--- config.mk ---
export PLATFORM = sky130hd
export DESIGN_NAME = tcdm_bank_arb
export DESIGN_NICKNAME = d
export VERILOG_FILES = /design/src/rtl/tcdm_interconnect_pkg.sv /design/src/rtl/tcdm_bank_arb_chk.sv /design/src/rtl/tcdm_resp_pipe.sv /design/src/rtl/tcdm_bank_arb.sv
export SDC_FILE = /design/constraint.sdc
export NUM_CORES = 1
export LEC_CHECK = 0
export BUFFER_PORTS_ARGS = -buffer_cell sky130_fd_sc_hd__clkbuf_2
export CORE_AREA = 5 5 159 161
export CTS_CLUSTER_DIAMETER = 150
export DETAILED_ROUTE_END_ITERATION = 6
export DIE_AREA = 0 0 164 166
export PLACE_DENSITY = 0.41
export SYNTH_ARGS = -nofsm -noshare
export SYNTH_HDL_FRONTEND = slang
export SYNTH_SLANG_ARGS = --single-unit
--- constraint.sdc ---
create_clock -name clk_i -period 2.15 [get_ports clk_i]
set_input_delay 0.43 -clock clk_i [delete_from_list [all_inputs] [get_ports clk_i]]
set_output_delay 0.43 -clock clk_i [all_outputs]
set_load 0.01 [all_outputs]
--- src/rtl/tcdm_interconnect_pkg.sv ---
// Shared types for the TCDM interconnect: the response-pipeline entry that carries
// a granted request's requester index and direction until its response returns.
package tcdm_interconnect_pkg;

    // Sized for the widest supported arbiter (32 requesters) so a single entry
    // type serves every NumIn; narrower arbiters leave the upper idx bits zero.
    localparam int MaxNumIn = 32;
    localparam int IdxWidth = $clog2(MaxNumIn);

    typedef struct packed {
        logic                valid;
        logic [IdxWidth-1:0] idx;
        logic                we_n;
    } resp_entry_t;

endpackage

--- src/rtl/tcdm_bank_arb_chk.sv ---
// Simulation checks for tcdm_bank_arb: legal parameters and at most one grant per cycle.
module tcdm_bank_arb_chk #(
    parameter int NumIn   = 4,
    parameter int RespLat = 1,
    parameter int MaxWait = 8
) (
    input logic             clk_i,
    input logic             rst_ni,
    input logic [NumIn-1:0] gnt_o
);

    a_num_in_min:  assert property (@(posedge clk_i) NumIn >= 32'sd2);
    a_num_in_max:  assert property (@(posedge clk_i) NumIn <= 32'sd32);
    a_resp_lat:    assert property (@(posedge clk_i) RespLat >= 32'sd1);
    a_max_wait:    assert property (@(posedge clk_i) MaxWait >= 32'sd1);
    a_gnt_onehot0: assert property (@(posedge clk_i) disable iff (!rst_ni) $onehot0(gnt_o));

endmodule

--- src/rtl/tcdm_resp_pipe.sv ---
// Fixed-depth delay line that returns each pushed entry exactly Depth cycles later.
// Reset empties every stage.
module tcdm_resp_pipe #(
    parameter int  Depth   = 1,
    parameter type entry_t = logic
) (
    input  logic   clk_i,
    input  logic   rst_ni,
    input  entry_t in_i,
    output entry_t out_o
);

    entry_t [Depth-1:0] stage_d, stage_q;

    // Shift one stage per cycle; stage 0 takes the new entry.
    always_comb begin
        stage_d    = stage_q;
        stage_d[0] = in_i;
        for (int i = 1; i < Depth; i++) begin
            stage_d[i] = stage_q[i-1];
        end
    end

    // Stage registers.
    always_ff @(posedge clk_i or negedge rst_ni) begin
        if (!rst_ni) begin
            stage_q <= '0;
        end else begin
            stage_q <= stage_d;
        end
    end

    assign out_o = stage_q[Depth-1];

endmodule

--- src/rtl/tcdm_bank_arb.sv ---
// Round-robin arbiter sharing one TCDM bank among NumIn requesters, with response routing.
// Define TCDM_BANK_ARB_STARVATION_GUARD_EN to add per-requester wait counters that force a grant.
module tcdm_bank_arb
    import tcdm_interconnect_pkg::*;
#(
    parameter int NumIn        = 4,
    parameter int AddrMemWidth = 12,
    parameter int DataWidth    = 32,
    parameter int BeWidth      = DataWidth / 8,
    parameter int RespLat      = 1,
    parameter int WriteRespOn  = 1,
    parameter int MaxWait      = 8
) (
    input  logic                               clk_i,
    input  logic                               rst_ni,
    input  logic [NumIn-1:0]                   req_i,
    input  logic [NumIn-1:0][AddrMemWidth-1:0] add_i,
    input  logic [NumIn-1:0]                   we_n_i,
    input  logic [NumIn-1:0][DataWidth-1:0]    wdata_i,
    input  logic [NumIn-1:0][BeWidth-1:0]      be_i,
    output logic [NumIn-1:0]                   gnt_o,
    output logic [NumIn-1:0]                   vld_o,
    output logic [NumIn-1:0][DataWidth-1:0]    rdata_o,
    output logic                               req_o,
    input  logic                               gnt_i,
    output logic [AddrMemWidth-1:0]            add_o,
    output logic                               we_n_o,
    output logic [DataWidth-1:0]               wdata_o,
    output logic [BeWidth-1:0]                 be_o,
    input  logic [DataWidth-1:0]               rdata_i
);

    localparam int PtrWidth = $clog2(NumIn);

    logic [PtrWidth-1:0] ptr_d, ptr_q;
    logic [PtrWidth-1:0] rr_idx, win_idx, cand, rsp_idx;
    logic                rr_vld, hit, hs;
    resp_entry_t         push_entry, pop_entry;

    // NumIn need not be a power of two, so wrap explicitly rather than by truncation.
    function automatic logic [PtrWidth-1:0] wrap_add(input logic [PtrWidth-1:0] base, input int off);
        int sum;
        sum = int'(base) + off;
        return (sum >= NumIn) ? PtrWidth'(sum - NumIn) : PtrWidth'(sum);
    endfunction

    // First active request at or after ptr_q, wrapping past NumIn-1.
    always_comb begin
        rr_vld = 1'b0;
        rr_idx = '0;
        cand   = '0;
        hit    = 1'b0;
        for (int i = 0; i < NumIn; i++) begin
            cand   = wrap_add(ptr_q, i);
            hit    = !rr_vld && req_i[cand];
            rr_idx = hit ? cand : rr_idx;
            rr_vld = rr_vld | hit;
        end
    end

`ifdef TCDM_BANK_ARB_STARVATION_GUARD_EN
    localparam int WaitWidth = $clog2(MaxWait + 1);

    logic [NumIn-1:0][WaitWidth-1:0] wait_d, wait_q;
    logic                            starve_vld;
    logic [PtrWidth-1:0]             starve_idx;

    // Lowest-index saturated counter overrides round-robin; downward scan keeps the lowest.
    always_comb begin
        starve_vld = 1'b0;
        starve_idx = '0;
        for (int i = NumIn - 1; i >= 0; i--) begin
            starve_idx = (wait_q[i] == WaitWidth'(MaxWait)) ? PtrWidth'(i) : starve_idx;
            starve_vld = starve_vld | (wait_q[i] == WaitWidth'(MaxWait));
        end
    end

    // Count cycles spent requesting without a grant, saturating at MaxWait.
    always_comb begin
        wait_d = '0;
        for (int i = 0; i < NumIn; i++) begin
            if (req_i[i] && !gnt_o[i]) begin
                wait_d[i] = (wait_q[i] == WaitWidth'(MaxWait)) ? wait_q[i] : wait_q[i] + WaitWidth'(1);
            end else begin
                wait_d[i] = '0;
            end
        end
    end

    // Wait counter registers.
    always_ff @(posedge clk_i or negedge rst_ni) begin
        if (!rst_ni) begin
            wait_q <= '0;
        end else begin
            wait_q <= wait_d;
        end
    end

    assign win_idx = starve_vld ? starve_idx : rr_idx;
`else
    assign win_idx = rr_idx;
`endif

    assign req_o = |req_i;
    assign hs    = req_o & gnt_i;

    // Forward the winner's request to the bank and reflect the bank grant back.
    always_comb begin
        gnt_o   = '0;
        add_o   = '0;
        we_n_o  = 1'b0;
        wdata_o = '0;
        be_o    = '0;
        if (req_o) begin
            gnt_o[win_idx] = gnt_i;
            add_o          = add_i[win_idx];
            we_n_o         = we_n_i[win_idx];
            wdata_o        = wdata_i[win_idx];
            be_o           = be_i[win_idx];
        end else begin
            gnt_o = '0;
        end
    end

    // Priority moves just past the winner only when the bank accepts.
    always_comb begin
        if (hs) begin
            ptr_d = (win_idx == PtrWidth'(NumIn - 1)) ? '0 : win_idx + PtrWidth'(1);
        end else begin
            ptr_d = ptr_q;
        end
    end

    // Round-robin pointer register.
    always_ff @(posedge clk_i or negedge rst_ni) begin
        if (!rst_ni) begin
            ptr_q <= '0;
        end else begin
            ptr_q <= ptr_d;
        end
    end

    // Record every accepted request so its response can be routed back.
    always_comb begin
        push_entry = '0;
        if (hs) begin
            push_entry.valid = 1'b1;
            push_entry.idx   = IdxWidth'(win_idx);
            push_entry.we_n  = we_n_o;
        end else begin
            push_entry = '0;
        end
    end

    tcdm_resp_pipe #(
        .Depth   (RespLat),
        .entry_t (resp_entry_t)
    ) i_resp_pipe (
        .clk_i  (clk_i),
        .rst_ni (rst_ni),
        .in_i   (push_entry),
        .out_o  (pop_entry)
    );

    assign rsp_idx = PtrWidth'(pop_entry.idx);

    // Route the bank response to its requester; stores respond only when enabled.
    always_comb begin
        vld_o   = '0;
        rdata_o = '0;
        if (pop_entry.valid && (pop_entry.we_n || (WriteRespOn != 0))) begin
            vld_o[rsp_idx]   = 1'b1;
            rdata_o[rsp_idx] = rdata_i;
        end else begin
            vld_o = '0;
        end
    end

    tcdm_bank_arb_chk #(
        .NumIn   (NumIn),
        .RespLat (RespLat),
        .MaxWait (MaxWait)
    ) i_chk (
        .clk_i  (clk_i),
        .rst_ni (rst_ni),
        .gnt_o  (gnt_o)
    );

endmodule

Word-level counts from Yosys, hierarchy flattened
Index checks and enable logic that the tools add are counted.
- register bits after elaboration: 5
- bits of input ports: 235
- output and inout bits: 186
- logic and storage cells: 77
- $add $sub $neg: 8
- $lt $le $gt $ge: 12
- equal/unequal tests: 1
- mux-type cells: 39
- bitwise operators: 5
- reduce and logical (&&, ||, !) cells: 9
- operators with widths (cell ; count):
    AND 128 bit ; 1
    2-to-1 mux 128 bit ; 1
    2-to-1 mux 32 bit ; 3
    binary-select mux 32 bit (select 2 bit) ; 1
    demux 32 bit (select 2 bit) ; 1
    binary-select mux 12 bit (select 2 bit) ; 1
    2-to-1 mux 12 bit ; 2
    less-than comparator 2 x 3 -> 1 bit (second input constant) ; 6
    2-to-1 mux 2 bit ; 9
    2-to-1 mux 4 bit ; 4
    binary-select mux 1 bit (select 2 bit) ; 5
    greater-or-equal comparator 3 bit (second input constant) ; 3
    binary-select mux 4 bit (select 2 bit) ; 1
    2-to-1 mux 1 bit ; 8
    subtractor 2 x 1 -> 2 bit (second input constant) ; 4
    2-to-1 mux 7 bit ; 1
    adder 2 x 2 -> 3 bit (second input constant) ; 2
    logical AND 1 bit ; 5
    AND 4 bit ; 1
    demux 1 bit (select 2 bit) ; 2
    greater-or-equal comparator 2 x 1 -> 1 bit (second input constant) ; 2
    OR reduction 4 bit ; 1
    adder 2 x 1 -> 3 bit (second input constant) ; 1
    greater-or-equal comparator 2 x 3 -> 1 bit (second input constant) ; 1
    other kinds (5) ; 8

Depth between registers and ports, before layout
Gate-level depths: netlist of run 1.
- word-level depth: 19
- mapped depth: 8
- depth with buffers taken out: 7

Modules after synthesis
Synthesis of run 1 repeated with hierarchy kept, for this count alone.
- cells, all modules: 359
- area total of the unflattened synthesis: 2811.4 um^2
- by module, submodules not included (module ; instances ; cells each ; area an instance (um^2) ; seq. area each (um^2)):
    tcdm_bank_arb ; 1 ; 352 ; 2636.3 ; 50.0
    tcdm_resp_pipe ; 1 ; 7 ; 175.2 ; 175.2

Worst setup path after synthesis of run 1
No wires, ideal clock.
- path kind: reg-to-output
- from: register ptr_q[1]
- to: output port gnt_o[3]
- arrival time: 1.522 ns
- data required time: 1.720 ns
- path slack: 0.198 ns
- cell stages (with the launch flop): 8
- path buffers: 2
- path through: dfrtp_1 > mux2i_1 > nor2_2 > nor3_4 > buf_12 > buf_8 > ha_1 > and3_1
- cells in the longest elaborated chain, start to end: 19
- elaborated cells between the ends (all ways): 42
- classes of those cells: add/sub: 7; order compare: 6; mux: 19; bitwise: 3; reduce/logical: 7
- ends and longest elaborated chain (element ; line ; RTL):
    from (decl) ; tcdm_bank_arb.sv:35 ; logic [PtrWidth-1:0] ptr_d, ptr_q;
    from (signal assigned) ; tcdm_bank_arb.sv:139 ; ptr_q <= ptr_d;
    adder 2 x 1 -> 3 bit (tied with other cells) ; tcdm_bank_arb.sv:43 ; sum = int'(base) + off;
    greater-or-equal comparator 3 bit (tied with other cells) ; tcdm_bank_arb.sv:44 ; return (sum >= NumIn) ? PtrWidth'(sum - NumIn) : PtrWidth'(sum);
    2-to-1 mux 2 bit or binary-select mux 1 bit (select 2 bit) (tied branches) ; tcdm_bank_arb.sv:44, tcdm_bank_arb.sv:55 ;
    binary-select mux 1 bit (select 2 bit) or 2-to-1 mux 1 bit (tied branches) ; tcdm_bank_arb.sv:55 ; hit = !rr_vld && req_i[cand];
    2-to-1 mux 1 bit (implied by the code) or logical NOT 1 bit (tied branches) ; tcdm_bank_arb.sv:55 ;
    logical AND 1 bit ; tcdm_bank_arb.sv:55 ;
    OR 1 bit ; tcdm_bank_arb.sv:57 ; rr_vld = rr_vld | hit;
    logical NOT 1 bit ; tcdm_bank_arb.sv:55 ;
    (+3 left out) ; - ;
    logical AND 1 bit ; tcdm_bank_arb.sv:55 ;
    2-to-1 mux 2 bit * ; tcdm_bank_arb.sv:56 ; rr_idx = hit ? cand : rr_idx;
    less-than comparator 2 x 3 -> 1 bit (implied by the code) or greater-or-equal comparator 2 x 1 -> 1 bit (tied branches) ; tcdm_bank_arb.sv:115 ; gnt_o[win_idx] = gnt_i;
    logical AND 1 bit (implied by the code) ; tcdm_bank_arb.sv:115 ;
    2-to-1 mux 1 bit (implied by the code) ; tcdm_bank_arb.sv:115 ;
    demux 1 bit (select 2 bit) * ; tcdm_bank_arb.sv:115 ;
    AND 4 bit (no line) * ; - ;
    2-to-1 mux 4 bit * ; tcdm_bank_arb.sv:114 ; if (req_o) begin
    to (decl) ; tcdm_bank_arb.sv:21 ; output logic [NumIn-1:0] gnt_o,
Every way passes the cells marked *; elsewhere a longest branch is shown, timed or not. The select of a mux whose other input is x is not followed.

Final worst setup path of run 1
- from: register ptr_q[1]
- to: output port wdata_o[11]
- cells in the longest elaborated chain, start to end: 16
- elaborated cells between the ends (all ways): 38
- classes of those cells: add/sub: 7; order compare: 4; mux: 19; bitwise: 2; reduce/logical: 6
- ends and longest elaborated chain (element ; line ; RTL):
    adder 2 x 1 -> 3 bit (tied with other cells) ; tcdm_bank_arb.sv:43 ;
    greater-or-equal comparator 3 bit (tied with other cells) ; tcdm_bank_arb.sv:44 ;
    2-to-1 mux 2 bit or binary-select mux 1 bit (select 2 bit) (tied branches) ; tcdm_bank_arb.sv:44, tcdm_bank_arb.sv:55 ;
    binary-select mux 1 bit (select 2 bit) or 2-to-1 mux 1 bit (tied branches) ; tcdm_bank_arb.sv:55 ;
    2-to-1 mux 1 bit (implied by the code) or logical NOT 1 bit (tied branches) ; tcdm_bank_arb.sv:55 ;
    logical AND 1 bit ; tcdm_bank_arb.sv:55 ;
    OR 1 bit ; tcdm_bank_arb.sv:57 ;
    logical NOT 1 bit ; tcdm_bank_arb.sv:55 ;
    logical AND 1 bit ; tcdm_bank_arb.sv:55 ;
    OR 1 bit ; tcdm_bank_arb.sv:57 ;
    logical NOT 1 bit ; tcdm_bank_arb.sv:55 ;
    logical AND 1 bit ; tcdm_bank_arb.sv:55 ;
    2-to-1 mux 2 bit * ; tcdm_bank_arb.sv:56 ;
    binary-select mux 32 bit (select 2 bit) * ; tcdm_bank_arb.sv:118 ; wdata_o = wdata_i[win_idx];
    2-to-1 mux 32 bit (implied by the code) * ; tcdm_bank_arb.sv:118 ;
    2-to-1 mux 32 bit * ; tcdm_bank_arb.sv:114 ;
    to (decl) ; tcdm_bank_arb.sv:28 ; output logic [DataWidth-1:0] wdata_o,
Marks and branches as above.

==> results of run 1 <==
==> layout make-up <==
type / count / area, um2
Timing Repair Buffer: 478 / 2920
Inverter: 4 / 15.0
Multi-Input combinational cell: 305 / 2430
Antenna cell: 4 / 10.0
Fill cell: 2733 / 17800
Sequential cell: 5 / 125
Clock buffer: 4 / 78.8
Tap cell: 324 / 405
==> state kept, by name, summed over array words and instances (netlist names) <==
signal / count
i_resp_pipe.out_o: 3
ptr_q: 2
==> cells by family after synthesis <==
logic type	after synthesis	synth area share, %
muxes	99	36.7
buffers and inverters	37	10.6
adders and majority gates	1	0.464
AOI/OAI and AO/OA	56	13.1
DFF	5	4.64
and+or+nand+nor	149	34.5
==> stage by stage <==
| stage | util, % | worst slack [ns] | hold WS [ns] |
|---|---|---|---|
| finish | 25.1 | -0.304 | 0.0202 |
| global route | 25.1 | -0.424 | 0.0294 |
| CTS | 23.5 | -0.335 | 0.0217 |
| detailed placement | 22.7 | -0.171 | 0.259 |
| global placement | 22.7 | -0.169 | 0.257 |
| floorplan | - | 0.198 | 0.134 |
==> metal layers <==
layer	wire, um	track usage [%]	vias up
met3	2120	4.42	14
met1	7000	12.5	1942
li1	-	-	2144
met5	0	0	-
met4	285	2.70	0
met2	9800	23.2	264
==> worst max-delay path by stage <==
stage | startpoint | end | cells past startpoint
after floorplan | ptr_q[1] | gnt_o[3] | 7
final | ptr_q[1] | wdata_o[11] | 9
after detailed placement | req_i[2] | wdata_o[15] | 9
after global routing | ptr_q[1] | add_o[6] | 9
after global placement | req_i[2] | wdata_o[15] | 9
after CTS | ptr_q[1] | wdata_o[15] | 8
==> layout by cell type (no fill, tap or decap), drive strengths merged <==
cell type	instances
nor2	4
diode	4
o21ai	1
bufbuf	1
o22ai	49
clkbuf	413
nor3b	1
and3	2
nand2b	1
nand3b	2
or4	1
dfrtp	5
mux2i	99
and2	129
nor3	3
buf	68
o2bb2ai	2
a21oi	4
ha	1
nor4	1
nand2	4
inv	4
and3b	1
==> what timing repair did <==
| item | in CTS | in global routing |
|---|---|---|
| pin swaps | 1 | 18 |
| gates cloned | 1 | 9 |
| hold endpoints to repair | 0 | 0 |
| setup buffers | 4 | 4 |
| setup endpoints to repair | 53 | 58 |
| gates resized for setup | 13 | 59 |
| hold buffers | 0 | 0 |
==> power breakdown <==
group	internal [W]	leakage (nW)	switching (W)
clock	0.000245	0.0382	0.0000565
sequential	0.000115	0.0612	0.0000232
combinational	0.00179	3.36	0.00166
==> metrics.md, run 1 <==
| Metric | Value |
|---|---|
| GPL Wtd Cong | `roughly 0.81` |
| Total die area | `approximately 27,000 um2` |
| Crit-path cells | `mux2i_1 > nor2_2 > nor3_4 > buf_6 > buf_12 > buf_6 > mux2i_2 > o22ai_1 > clkbuf_2` |
| Max VDD drop | `0.000338 V` |
| Final WS setup | `-0.304 ns` |
| Final Non-Filler Cells | `between 1,000 and 1,500` |
| CP peak stage delay | `between 0.4 and 0.5 ns` |
| Tot Pwr | `roughly 0.0039 W` |
| DR DRC count | `0` |
| Final hold vios | `0` |
| Synth Register Bits | `5` |
| Wirelength, routed | `between 15,000 and 20,000 um` |
| Fmax | `approximately 410 MHz` |
| RSZ-0062 raised after global routing | `yes` |
| Post-synth EDFFs | `0` |
| Critical Path Start Type | `flop` |
| Power Dens Cells | `between 600 and 700 nW/um2` |
| Die Height | `approximately 170 um` |
| Layout Area Growth over Synthesis | `122%` |
| Final Instance Area | `5980 um2` |
| Post-place instance area | `around 5400 um2` |
| FF-to-FF setup slack | `around 0.37 ns` |
| Clock Tree Root | `clkbuf_16` |
| Crit share post-route | `114%` |
| R2R Path Start | `ptr_q[1]` |
| Outcome | `complete, but fails checks` |
| HP Class | `input pin to async pin` |
| Drt pass-1 iters | `4` |
| Max FO, Critical Path | `6` |
| Minimum clock period | `~2.5 ns` |
| Vias per cell | `around 3.9` |
| Cell accounting for the most synthesized area | `mux2i_1` |
| Worst skew pair latency | `0.22 ns` |
| Port Buf Inserts | `420` |
| CTS tree | `done` |
| Worst setup EP type | `output port` |
| Cell mode on critical path | `buf_6` |
| Vias | `approximately 4,400` |
| Largest net degree at the start of global routing | `34` |
| Top-count cell post-synth | `and2_1` |
| Synth top area share | `36.7%` |
| Violated checks | `setup timing` |
| Fraction of the yosys area taken by sequential cells | `4.64%` |
| Tightest Pin Transition | `roughly 0.44 ns` |
| Antenna Nets Post-Route | `0` |
| Initial Utilization | `a little under an eighth` |
| CP arrival | `2.02 ns` |
| Synth top area cells | `mux2i_1 37%, and2_1 30%, o22ai_1 11%` |
| I/O pin count | `421` |
| Total track usage | `12.1%` |
| Fraction of layout cells with a size suffix above 1 | `63.7%` |
| Die X | `around 160 um` |
| WL per Instance | `17.1 um` |
| Ys async rst share | `between 90% and 100%` |
| Post-DP HPWL | `16,200 um` |
| Vias in the first global route | `approximately 4,400` |
| Netlist cell types | `28` |
| Core Area | `~24,000 um2` |
| R2r endpoint | `ptr_q[1]` |
| Synthesized instance count | `between 300 and 400` |
| Avg Cell Area, Syn | `7.77 um2` |
| Remaining Overflow, GRT | `0` |
| Crit path kind | `flop to output port` |
| Clk sinks | `5` |
| CTS buffer count | `3` |
| Maximum Capacitance Violations | `0` |
| Ys Warns | `0` |
| Initial antenna violation count | `3` |
| Nets@finish | `about 1,000` |
| First-pass GRT wire length | `25,800 um` |
| Most frequent cells after synthesis | `129 x and2_1, 99 x mux2i_1, 49 x o22ai_1` |
| Buf+Inv Stages, Crit Path | `4` |
| Worst-case clock buffer depth | `2` |
| Htree depth | `1` |
| # setup viols final | `52` |
| Post-synthesis cell area | `roughly 2700 um2` |
| Leak pwr | `around 3.5 nW` |
| Iter 0 DRT Violations | `96` |
| Setup TNS Final | `-12.57 ns` |
| Reg2reg path depth | `9` |
| Placement Rows | `57` |
| Slew Limit Headroom | `between 70% and 80%` |
| Syn nets | `a little under 600` |
| Clock Skew | `approximately 0.00043 ns` |
| Critical path required time | `between 1.5 and 2 ns` |
| CP max-delay cell | `dfrtp_1` |
| Most used DFF post-synth | `dfrtp_1` |
| Placed insts | `around 1,100` |
| Delay-heaviest family, CP | `buffers and inverters` |
| Reg clk slew, reported paths | `~0.030 ns` |
| Max-slew violation count | `0` |
Note: power is estimated with default switching activity, not from simulation.
==> run 2, diff against run 1 <==
- MAX_ROUTING_LAYER: not set -> met4
==> run 2 against run 1 <==
The run still ends with setup timing left. Design area shrank 0.13%. Non-clock buffer count shrank 1. Register-to-register slack lost 0.02 ns. Critical path type unchanged. Utilization is essentially flat. Routed wire length is essentially flat. Clock power is essentially flat. Sequential power is essentially flat. Via count grew 0.34%. Final cell count shrank 0.18%. Total power grew 0.48%. Hold slack lost 0.0014 ns.
==> metrics.md, run 2 (synthesis results as in run 1) <==
| Metric | Value |
|---|---|
| Critical path required time | `1.72 ns` |
| CP peak stage delay | `around 0.4 ns` |
| CTS tree | `done` |
| Reg clk slew, reported paths | `0.03 ns` |
| Worst setup EP type | `output port` |
| CP arrival | `approximately 2.0 ns` |
| Nets@finish | `between 1,000 and 1,500` |
| Remaining Overflow, GRT | `0` |
| Final Instance Area | `approximately 6000 um2` |
| Die Height | `166 um` |
| Clk sinks | `5` |
| Drt pass-1 iters | `4` |
| Reg2reg path depth | `9` |
| Htree depth | `1` |
| Crit-path cells | `mux2i_1 > nor2_2 > nor3_4 > buf_12 > buf_16 > buf_6 > mux2i_2 > o22ai_1 > clkbuf_2` |
| Antenna Nets Post-Route | `0` |
| Worst-case clock buffer depth | `2` |
| Final WS setup | `-0.315 ns` |
| GPL Wtd Cong | `between 0.8 and 0.9` |
| Wirelength, routed | `roughly 19,000 um` |
| Violated checks | `setup timing` |
| Buf+Inv Stages, Crit Path | `4` |
| Maximum Capacitance Violations | `0` |
| Total track usage | `12.5%` |
| DR DRC count | `0` |
| Crit path kind | `flop to output port` |
| R2R Path Start | `ptr_q[1]` |
| Port Buf Inserts | `420` |
| Fmax | `roughly 410 MHz` |
| Power Dens Cells | `655 nW/um2` |
| Placed insts | `between 1,000 and 1,500` |
| Most common cell after layout, fill and taps aside | `clkbuf_2` |
| Vias | `around 4,400` |
| Final Non-Filler Cells | `around 1,100` |
| # setup viols final | `52` |
| Fin util | `between 20% and 30%` |
| Pre-CTS setup slack | `-0.171 ns` |
| Leak pwr | `around 3.5 nW` |
| R2r endpoint | `ptr_q[1]` |
| Iter 0 DRT Violations | `107` |
| Max FO, Critical Path | `6` |
| Total die area | `27,200 um2` |
| FF-to-FF setup slack | `0.35 ns` |
| CTS buffer count | `3` |
| Crit path from | `ptr_q[1]` |
| Largest net degree at the start of global routing | `34` |
| Outcome | `complete, but fails checks` |
| Worst skew pair latency | `0.22 ns` |
| Critical Path Start Type | `flop` |
| Initial Utilization | `11.3%` |
| HP Class | `input pin to async pin` |
| Fraction of layout cells with a size suffix above 1 | `around 63%` |
| Delay-heaviest family, CP | `buffers and inverters` |
| WL per Instance | `~17 um` |
| Post-place instance area | `roughly 5400 um2` |
| First-pass GRT wire length | `approximately 26,000 um` |
| Post-DP HPWL | `~16,000 um` |
| Max reg flops | `3` |
| Max VDD drop | `~0.00032 V` |
| Crit share post-route | `115%` |
| Max-slew violation count | `0` |
| RSZ-0062 raised after global routing | `yes` |
| Vias in the first global route | `between 4,000 and 5,000` |
| Tightest Pin Transition | `around 0.43 ns` |
| Die X | `around 160 um` |
| Placement Rows | `between 50 and 60` |
| Initial antenna violation count | `3` |
| Most frequent cells in the layout | `400 x clkbuf_2, 128 x and2_1, 92 x mux2i_1, 48 x o22ai_1, 26 x buf_4` |
| CP max-delay cell | `dfrtp_1` |
| Layout Area Growth over Synthesis | `121%` |
| Clock Skew | `between 0.0005 and 0.0006 ns` |
| Core Area | `approximately 24,000 um2` |
| Vias per cell | `between 3 and 4` |
| Clock Tree Root | `clkbuf_16` |
| Minimum clock period | `about 2.5 ns` |
| I/O pin count | `421` |
| Final hold vios | `0` |
| Slew Limit Headroom | `a little under three quarters` |
[run 2: cell count changes in the layout (fill, tap and decap cells not counted), moves of 2 or more]
cell,previous run,this run
buf_2,12,17
clkbuf_2,403,400
buf_8,7,9
buf_6,12,7
[run 2: per-stage QoR]
step	hold WS [ns]	power (W)	setup TNS [ns]
global route	0.0294	0.00416	-18.97
global placement	0.257	0.00305	-5.49
detailed placement	0.259	0.00305	-5.08
floorplan	0.134	0.00182	0
CTS	0.0217	0.00351	-13.81
finish	0.0188	0.00391	-13.84
[run 2: cell type report]
cell class / count / area [um2]
well taps: 324 / 405
inverters: 4 / 15.0
clock buffers: 4 / 78.8
fillers: 2735 / 17800
diodes: 3 / 7.51
repair buffers: 477 / 2920
multi-input cells: 305 / 2420
flip-flops and latches: 5 / 125
[run 2: worst reg2reg max path, stage by stage (launching register included)]
cell     delay, ns
dfrtp_1       0.41
mux2i_1       0.24
nor2_2        0.08
nor3_4        0.15
buf_12        0.16
buf_16        0.14
buf_8         0.14
ha_1          0.25
nand2_1       0.06
o21ai_1       0.05
[run 2: repair_timing]
item	CTS	global route
gates cloned	1	9
endpoints found under the setup margin	53	58
hold buffers	0	0
gates resized for setup	13	60
buffers inserted	4	3
pin swaps	1	23
[run 2: worst max-delay path by stage]
stage / end / slack, ns / cells after the start
final: add_o[10] / -0.32 / 9
after global routing: wdata_o[9] / -0.39 / 9
after CTS: wdata_o[15] / -0.33 / 8
after detailed placement: wdata_o[15] / -0.17 / 9
after global placement: wdata_o[15] / -0.17 / 9
after floorplan: gnt_o[3] / 0.20 / 7
[run 2: metal layers]
layer  track usage (%)  wire length, um  vias up
met5                 -                0        -
li1                  -                -     2135
met1              12.8             7250     1966
met4              2.70              248        0
met3              3.87             1950       14
met2              23.2             9790      264
[run 2: report_power, final]
group / switching, W / internal (W) / total (W)
logic: 0.00166 / 0.00181 / 0.00347
registers: 0.0000232 / 0.000115 / 0.000138
clock network: 0.0000582 / 0.000246 / 0.000304
